$ cat src/rtl/wb_fetch_unit.sv
// -----------------------------------------------------------------------------
// wb_fetch_unit
//
// Instruction prefetch unit in front of a Wishbone instruction ROM. It issues
// one single-beat read cycle at a time. Each returned word is tagged with its
// byte PC and pushed into a small prefetch FIFO. The core drains that FIFO
// through a valid/ready handshake. A redirect (branch or trap) flushes the
// FIFO and restarts fetch at a new PC.
//
// Ports
//   CLK_I, RST_I         clock; asynchronous active-high reset
//   CYC_O/STB_O/WE_O     Wishbone master controls (CYC_O mirrors STB_O, WE_O=0)
//   ADR_O                ROM word address, fetch_pc[ADDRESS_WIDTH+1:2]
//   DAT_I/ACK_I          ROM read data and acknowledge
//   redirect_valid/_pc   flush and restart fetch at redirect_pc (bits [1:0] ignored)
//   instr_valid/_data/_pc  FIFO head presented to the core
//   instr_ready          core accepts the head this cycle
// -----------------------------------------------------------------------------
module wb_fetch_unit #(
  parameter int          ADDRESS_WIDTH = 8,
  parameter int          DATA_WIDTH    = 32,
  parameter int          FIFO_DEPTH    = 4,
  parameter logic [31:0] RESET_PC      = 32'h0000_0000
) (
  input  logic                     CLK_I,
  input  logic                     RST_I,
  output logic                     CYC_O,
  output logic                     STB_O,
  output logic                     WE_O,
  output logic [ADDRESS_WIDTH-1:0] ADR_O,
  input  logic [DATA_WIDTH-1:0]    DAT_I,
  input  logic                     ACK_I,
  input  logic                     redirect_valid,
  input  logic [31:0]              redirect_pc,
  output logic                     instr_valid,
  output logic [DATA_WIDTH-1:0]    instr_data,
  output logic [31:0]              instr_pc,
  input  logic                     instr_ready
);

  localparam int PTR_W = $clog2(FIFO_DEPTH);
  localparam int CNT_W = PTR_W + 1;
  localparam logic [CNT_W-1:0] DEPTH_CNT = CNT_W'(FIFO_DEPTH);

  typedef enum logic [1:0] {
    IDLE,
    REQ,
    TURN
  } state_t;

  state_t state, state_nxt;

  logic [31:0]            fetch_pc;
  logic [DATA_WIDTH-1:0]  fifo_data [FIFO_DEPTH];
  logic [31:0]            fifo_pc   [FIFO_DEPTH];
  logic [PTR_W-1:0]       wr_ptr, rd_ptr;
  logic [CNT_W-1:0]       count, count_after_pop;
  logic                   push, pop, has_room;
  logic                   stb;

  // A redirect voids both the pop and any coinciding ACK.
  assign pop  = instr_valid && instr_ready && !redirect_valid;
  assign push = (state == REQ) && ACK_I && !redirect_valid;

  // Room is judged after this cycle's pop so a single pop on a full FIFO
  // raises STB in the very next cycle.
  assign count_after_pop = count - CNT_W'(pop);
  assign has_room        = count_after_pop < DEPTH_CNT;

  // ---------------------------------------------------------------------------
  // FSM
  // ---------------------------------------------------------------------------
  always_ff @(posedge CLK_I or posedge RST_I) begin
    // NOTE: state registers use non-blocking assignments so every flop samples
    // the values from before the edge, independent of block ordering.
    if (RST_I) state <= IDLE;
    else       state <= state_nxt;
  end

  always_comb begin
    // NOTE: every output of this block gets a default first, so no path can
    // leave it unassigned and infer a latch.
    state_nxt = state;
    stb       = 1'b0;
    unique case (state)
      IDLE: if (has_room) state_nxt = REQ;
      REQ: begin
        stb = 1'b1;
        if (ACK_I) state_nxt = TURN;
      end
      // The ROM's registered ACK trails STB by one cycle; the trailing ACK
      // lands here and is ignored.
      TURN:    state_nxt = has_room ? REQ : IDLE;
      default: state_nxt = IDLE;
    endcase
    if (redirect_valid) state_nxt = TURN;
  end

  assign STB_O = stb;
  assign CYC_O = stb;
  assign WE_O  = 1'b0;
  assign ADR_O = fetch_pc[ADDRESS_WIDTH+1:2];

  // ---------------------------------------------------------------------------
  // Fetch PC and FIFO bookkeeping
  // ---------------------------------------------------------------------------
  always_ff @(posedge CLK_I or posedge RST_I) begin
    if (RST_I) begin
      fetch_pc <= RESET_PC;
      wr_ptr   <= '0;
      rd_ptr   <= '0;
      count    <= '0;
    end else if (redirect_valid) begin
      fetch_pc <= {redirect_pc[31:2], 2'b00};
      wr_ptr   <= '0;
      rd_ptr   <= '0;
      count    <= '0;
    end else begin
      if (push) begin
        fetch_pc <= fetch_pc + 32'd4;
        wr_ptr   <= wr_ptr + 1'b1;
      end
      if (pop) rd_ptr <= rd_ptr + 1'b1;
      count <= count + CNT_W'(push) - CNT_W'(pop);
    end
  end

  // NOTE: FIFO storage is deliberately not reset; count alone defines which
  // entries are meaningful, and omitting the reset keeps this a plain RAM.
  always_ff @(posedge CLK_I) begin
    if (push) begin
      fifo_data[wr_ptr] <= DAT_I;
      fifo_pc[wr_ptr]   <= fetch_pc;
    end
  end

  assign instr_valid = (count != '0);
  assign instr_data  = fifo_data[rd_ptr];
  assign instr_pc    = fifo_pc[rd_ptr];

  // The low two redirect bits are forced to zero and never used.
  logic unused_redirect_bits;
  assign unused_redirect_bits = ^redirect_pc[1:0];

endmodule

$ cat config.mk
export PLATFORM = sky130hd
export DESIGN_NAME = wb_fetch_unit
export DESIGN_NICKNAME = d
export VERILOG_FILES = /design/src/rtl/wb_fetch_unit.sv
export SDC_FILE = /design/constraint.sdc
export NUM_CORES = 1
export LEC_CHECK = 0
export CORE_UTILIZATION = 55
export CTS_BUF_LIST = sky130_fd_sc_hd__clkbuf_8
export DETAILED_ROUTE_END_ITERATION = 6
export GPL_TIMING_DRIVEN = 0
export MAX_ROUTING_LAYER = met4
export PLACE_DENSITY = 0.82
export SETUP_SLACK_MARGIN = 0.02
export SLEW_MARGIN = 20
export SYNTH_ARGS = -nofsm -noshare
export SYNTH_HDL_FRONTEND = slang
export SYNTH_SLANG_ARGS = --single-unit
export TNS_END_PERCENT = 20
$ cat constraint.sdc
create_clock -name CLK_I -period 3.27 [get_ports CLK_I]
set_input_delay 0.4905 -clock CLK_I [delete_from_list [all_inputs] [get_ports CLK_I]]
set_output_delay 0.4905 -clock CLK_I [all_outputs]
set_load 0.01 [all_outputs]
==> impl_metrics.ini <==
[pwr]
leakage_nw = 4.72
power_density_mw_per_mm2 = 629
power_frac_seq_pct = 47.6
clock_power_share_pct = 34.7
comb_power_share_pct = 17.8
power.internal_mw = 6.78
p_sw_share_pct = 23.5
peakVddDrop_uv = 575
p_sw_mw = 2.08

[critical_path]
endpoint_kind = primary output
path_max_fanout = 10
crit_family = buffers and inverters
crit_chain = buf_2 > mux4_2 > clkdlybuf4s50_1
cp_num_buf_inv = 2
critPathKind = reg2out
required_ns = 2.78
worstPathArrival_ns = 2.58
start_kind = flop
cp_slowest_cell = mux4_2
critPathMaxStageDelay_ns = 0.55

[status]
outcome = complete, no violations

[clock_tree]
cts_tree = done
clkSinkCount = 287
cts_buffer_depth = 3
clk_pin_slew_worst_paths_ns = 0.07
cts_inserted_buffers = 44
clockRootBuffer = clkbuf_8
htreeDepth = 2
hold_buffers = 0
clk_latency_ns = 0.54

[timing]
worst_slack_ns = 0.197
fmax_ghz = 0.325
relSlewSlack_pct = 63.2
final-hold-violation-count = 0
skew_ns = 0.0272
fin_crit_ns = 3.07
finalSetupViolCount = 0
rsz0062_at_grt = true
tightest_slew_ns = 0.552
post-route-period-util_pct = 94.0
drv_slew = 0

[finish]
antennaDiodeCount = 0
synthToLayoutAreaGrowth_pct = 24.6
drive_gt1_share_pct = 20.2
nFillCells = 1308
final_cell_area_sq_mm = 0.0141
stdcell_count = 1090
multi_input_area_sq_mm = 0.00263
final_nets = 865
seq_area_sq_mm = 0.00842

[global_route]
grt_overflow_total = 0
track_usage_pct = 22.6
grt_max_degree = 38
antenna_found_initial = 0
grt_pass1_vias = 6565
grt_pass1_wl_microns = 35600

[detailed_routing]
drtIter0Drc = 507
via_count = 6208
drtAntennaViolNets = 0
wl_per_cell_microns = 20.2
finalWirelength_microns = 22100
route.detailed.drc = 0
routed_via_density = 5.70
drt-pass1-iter-count = 5

[synth]
synth_seq_cells = 287
synth_warnings = 0
synth_area_sq_mm = 0.0113
netlist_instances = 597
ys_types = 40
synth_seq_area_share_pct = 74.6
syn_area_per_cell_sq_um = 18.9

[floorplan]
num_rows = 52
die_area_sq_mm = 0.0211
core_sq_mm = 0.0202
die_h_microns = 145
die_width_microns = 145
io-pin-count = 145
start_util_pct = 56.0

[flow_run]
cap_violations = 0

[placed_design]
gp_congestion = 0.855
placed_area_sq_mm = 0.0131
dp_hpwl_microns = 14200
pre_cts_ws_ns = -0.275
portBuffers = 139
place_inst = 1013

[min_path]
hold_path.class = in2async
cells in the final DEF, fill, tap and decap left out, drive strengths merged, types with 2 or more instances in the layout:
cell type	n
mux2i	2
dfrtp	39
or3	7
clkinv	17
xnor2	11
clkdlybuf4s50	139
a21oi	4
or4	16
o31ai	8
nand3	15
nor2b	4
ha	7
and3	3
o21ai	17
nor2	25
nor4	2
and4	3
buf	27
bufinv	6
conb	3
and2	4
xor2	4
mux4	62
nand4	6
nor3	5
inv	23
clkbuf	62
a31oi	13
nand2	25
o211ai	4
edfxtp	248
metrics by stage:
stage	utilization, %	hold WS [ns]	total power, mW	TNS (ns)
floorplan	-	0.502	5.14	0
global placement	64.6	0.543	5.83	-350.11
detailed placement	65.2	0.562	5.87	-0.472
CTS	69.8	0.233	8.95	0
global route	69.8	0.264	9.21	0
finish	69.8	0.246	8.86	0
worst paths after layout:
kind / from / to / slack [ns] / cells past startpoint
min in group CLK_I: redirect_pc[6] / fetch_pc[6]$_DFFE_PP0N_ / 0.53 / 3
max in group asynchronous: RST_I / fetch_pc[10]$_DFFE_PP0N_ / 2.56 / 3
min reg2reg: fetch_pc[21]$_DFFE_PP0N_ / fifo_pc[2][21]$_DFFE_PP_ / 0.59 / 0
min: RST_I / count[1]$_DFF_PP0_ / 0.25 / 2
max: rd_ptr[0]$_DFFE_PP0P_ / instr_pc[14] / 0.20 / 3
max reg2reg: state[1]$_DFFE_PP0P_ / count[2]$_DFF_PP0_ / 0.70 / 11
kinds of logic after synthesis:
logic type / synth area share, %
xor+xnor: 1.16
mux: 12.5
simple gates: 5.84
buf+inv: 2.25
flops: 74.6
fa+ha+maj: 0.953
other cells: 0.0332
compound gates: 2.60
timing repair:
item                       in CTS  in global routing
setup buffers                   0                  0
setup endpoints to repair      58                 11
resized for setup               8                  1
metal layers:
layer	GRT usage, %	wire length, microns	part of all wire [%]	up-vias
li1	-	-	-	2783
met1	29.4	9160	42	3138
met2	36.8	11100	50	252
met3	4.21	1430	6.5	35
met4	6.74	381	1.7	0
met5	-	0	0	-
state kept, by name, indices dropped and copies added (netlist names):
| signal | cells |
|---|---|
| fifo_data | 128 |
| fifo_pc | 120 |
| fetch_pc | 30 |
| count | 3 |
| rd_ptr | 2 |
| state | 2 |
| wr_ptr | 2 |
area by class of cell:
cell class | instances | area share [%]
Sequential cell | 287 | 59.9
Multi-Input combinational cell | 259 | 18.7
Timing Repair Buffer | 144 | 10.7
Clock buffer | 45 | 4.40
Tap cell | 270 | 2.40
Clock inverter | 33 | 2.13
Buffer | 39 | 1.51
Inverter | 13 | 0.347
synthesized netlist by cell type, drive strengths merged:
library cell  count  area share [%]
and4b             1           0.089
nor2b             4            0.22
nor2             25            0.83
nor3              5            0.22
nand4b            1           0.078
nand2b            1           0.055
conb              1           0.033
o31ai             8            0.53
or3               7            0.39
nand3b            1           0.067
or3b              1           0.078
nand4bb           1            0.10
edfxtp          248              66
o211ai            4            0.27
nand4             6            0.33
and4              3            0.23
buf              23             1.3
ha                7            0.78
a21oi             4            0.18
mux2i             2            0.18
mux4             62              12
nor4              2            0.11
o21ai            17            0.75
nand3            15            0.75
xnor2            11            0.85
clkbuf           17            0.57
dfrtp            39             8.6
inv              13            0.43
a211o             1           0.078
and3              3            0.17
or4              16             1.1
nand2            25            0.83
xor2              4            0.31
and2              4            0.22
a31oi            13            0.72
fa                1            0.18
a22o              1           0.078
power by group through the flow:
stage / Combinational, mW / Clock, mW / Sequential, mW
2_1_floorplan: 0.911 / 0 / 4.23
3_3_place_gp: 1.58 / 0 / 4.25
3_5_place_dp: 1.61 / 0 / 4.26
4_1_cts: 1.60 / 3.14 / 4.21
5_1_grt: 1.69 / 3.30 / 4.23
6_report: 1.57 / 3.07 / 4.21
worst reg2reg max path, delay by kind of cell (launching register included):
kind	cells	cell delay [ns]
xor gates and xnor gates	1	0.17
adders and majority gates	3	0.79
buffers and inverters	4	0.47
DFF	1	0.41
and+or+nand+nor	3	0.61
No activity file was read; power rests on OpenSTA's default activity.
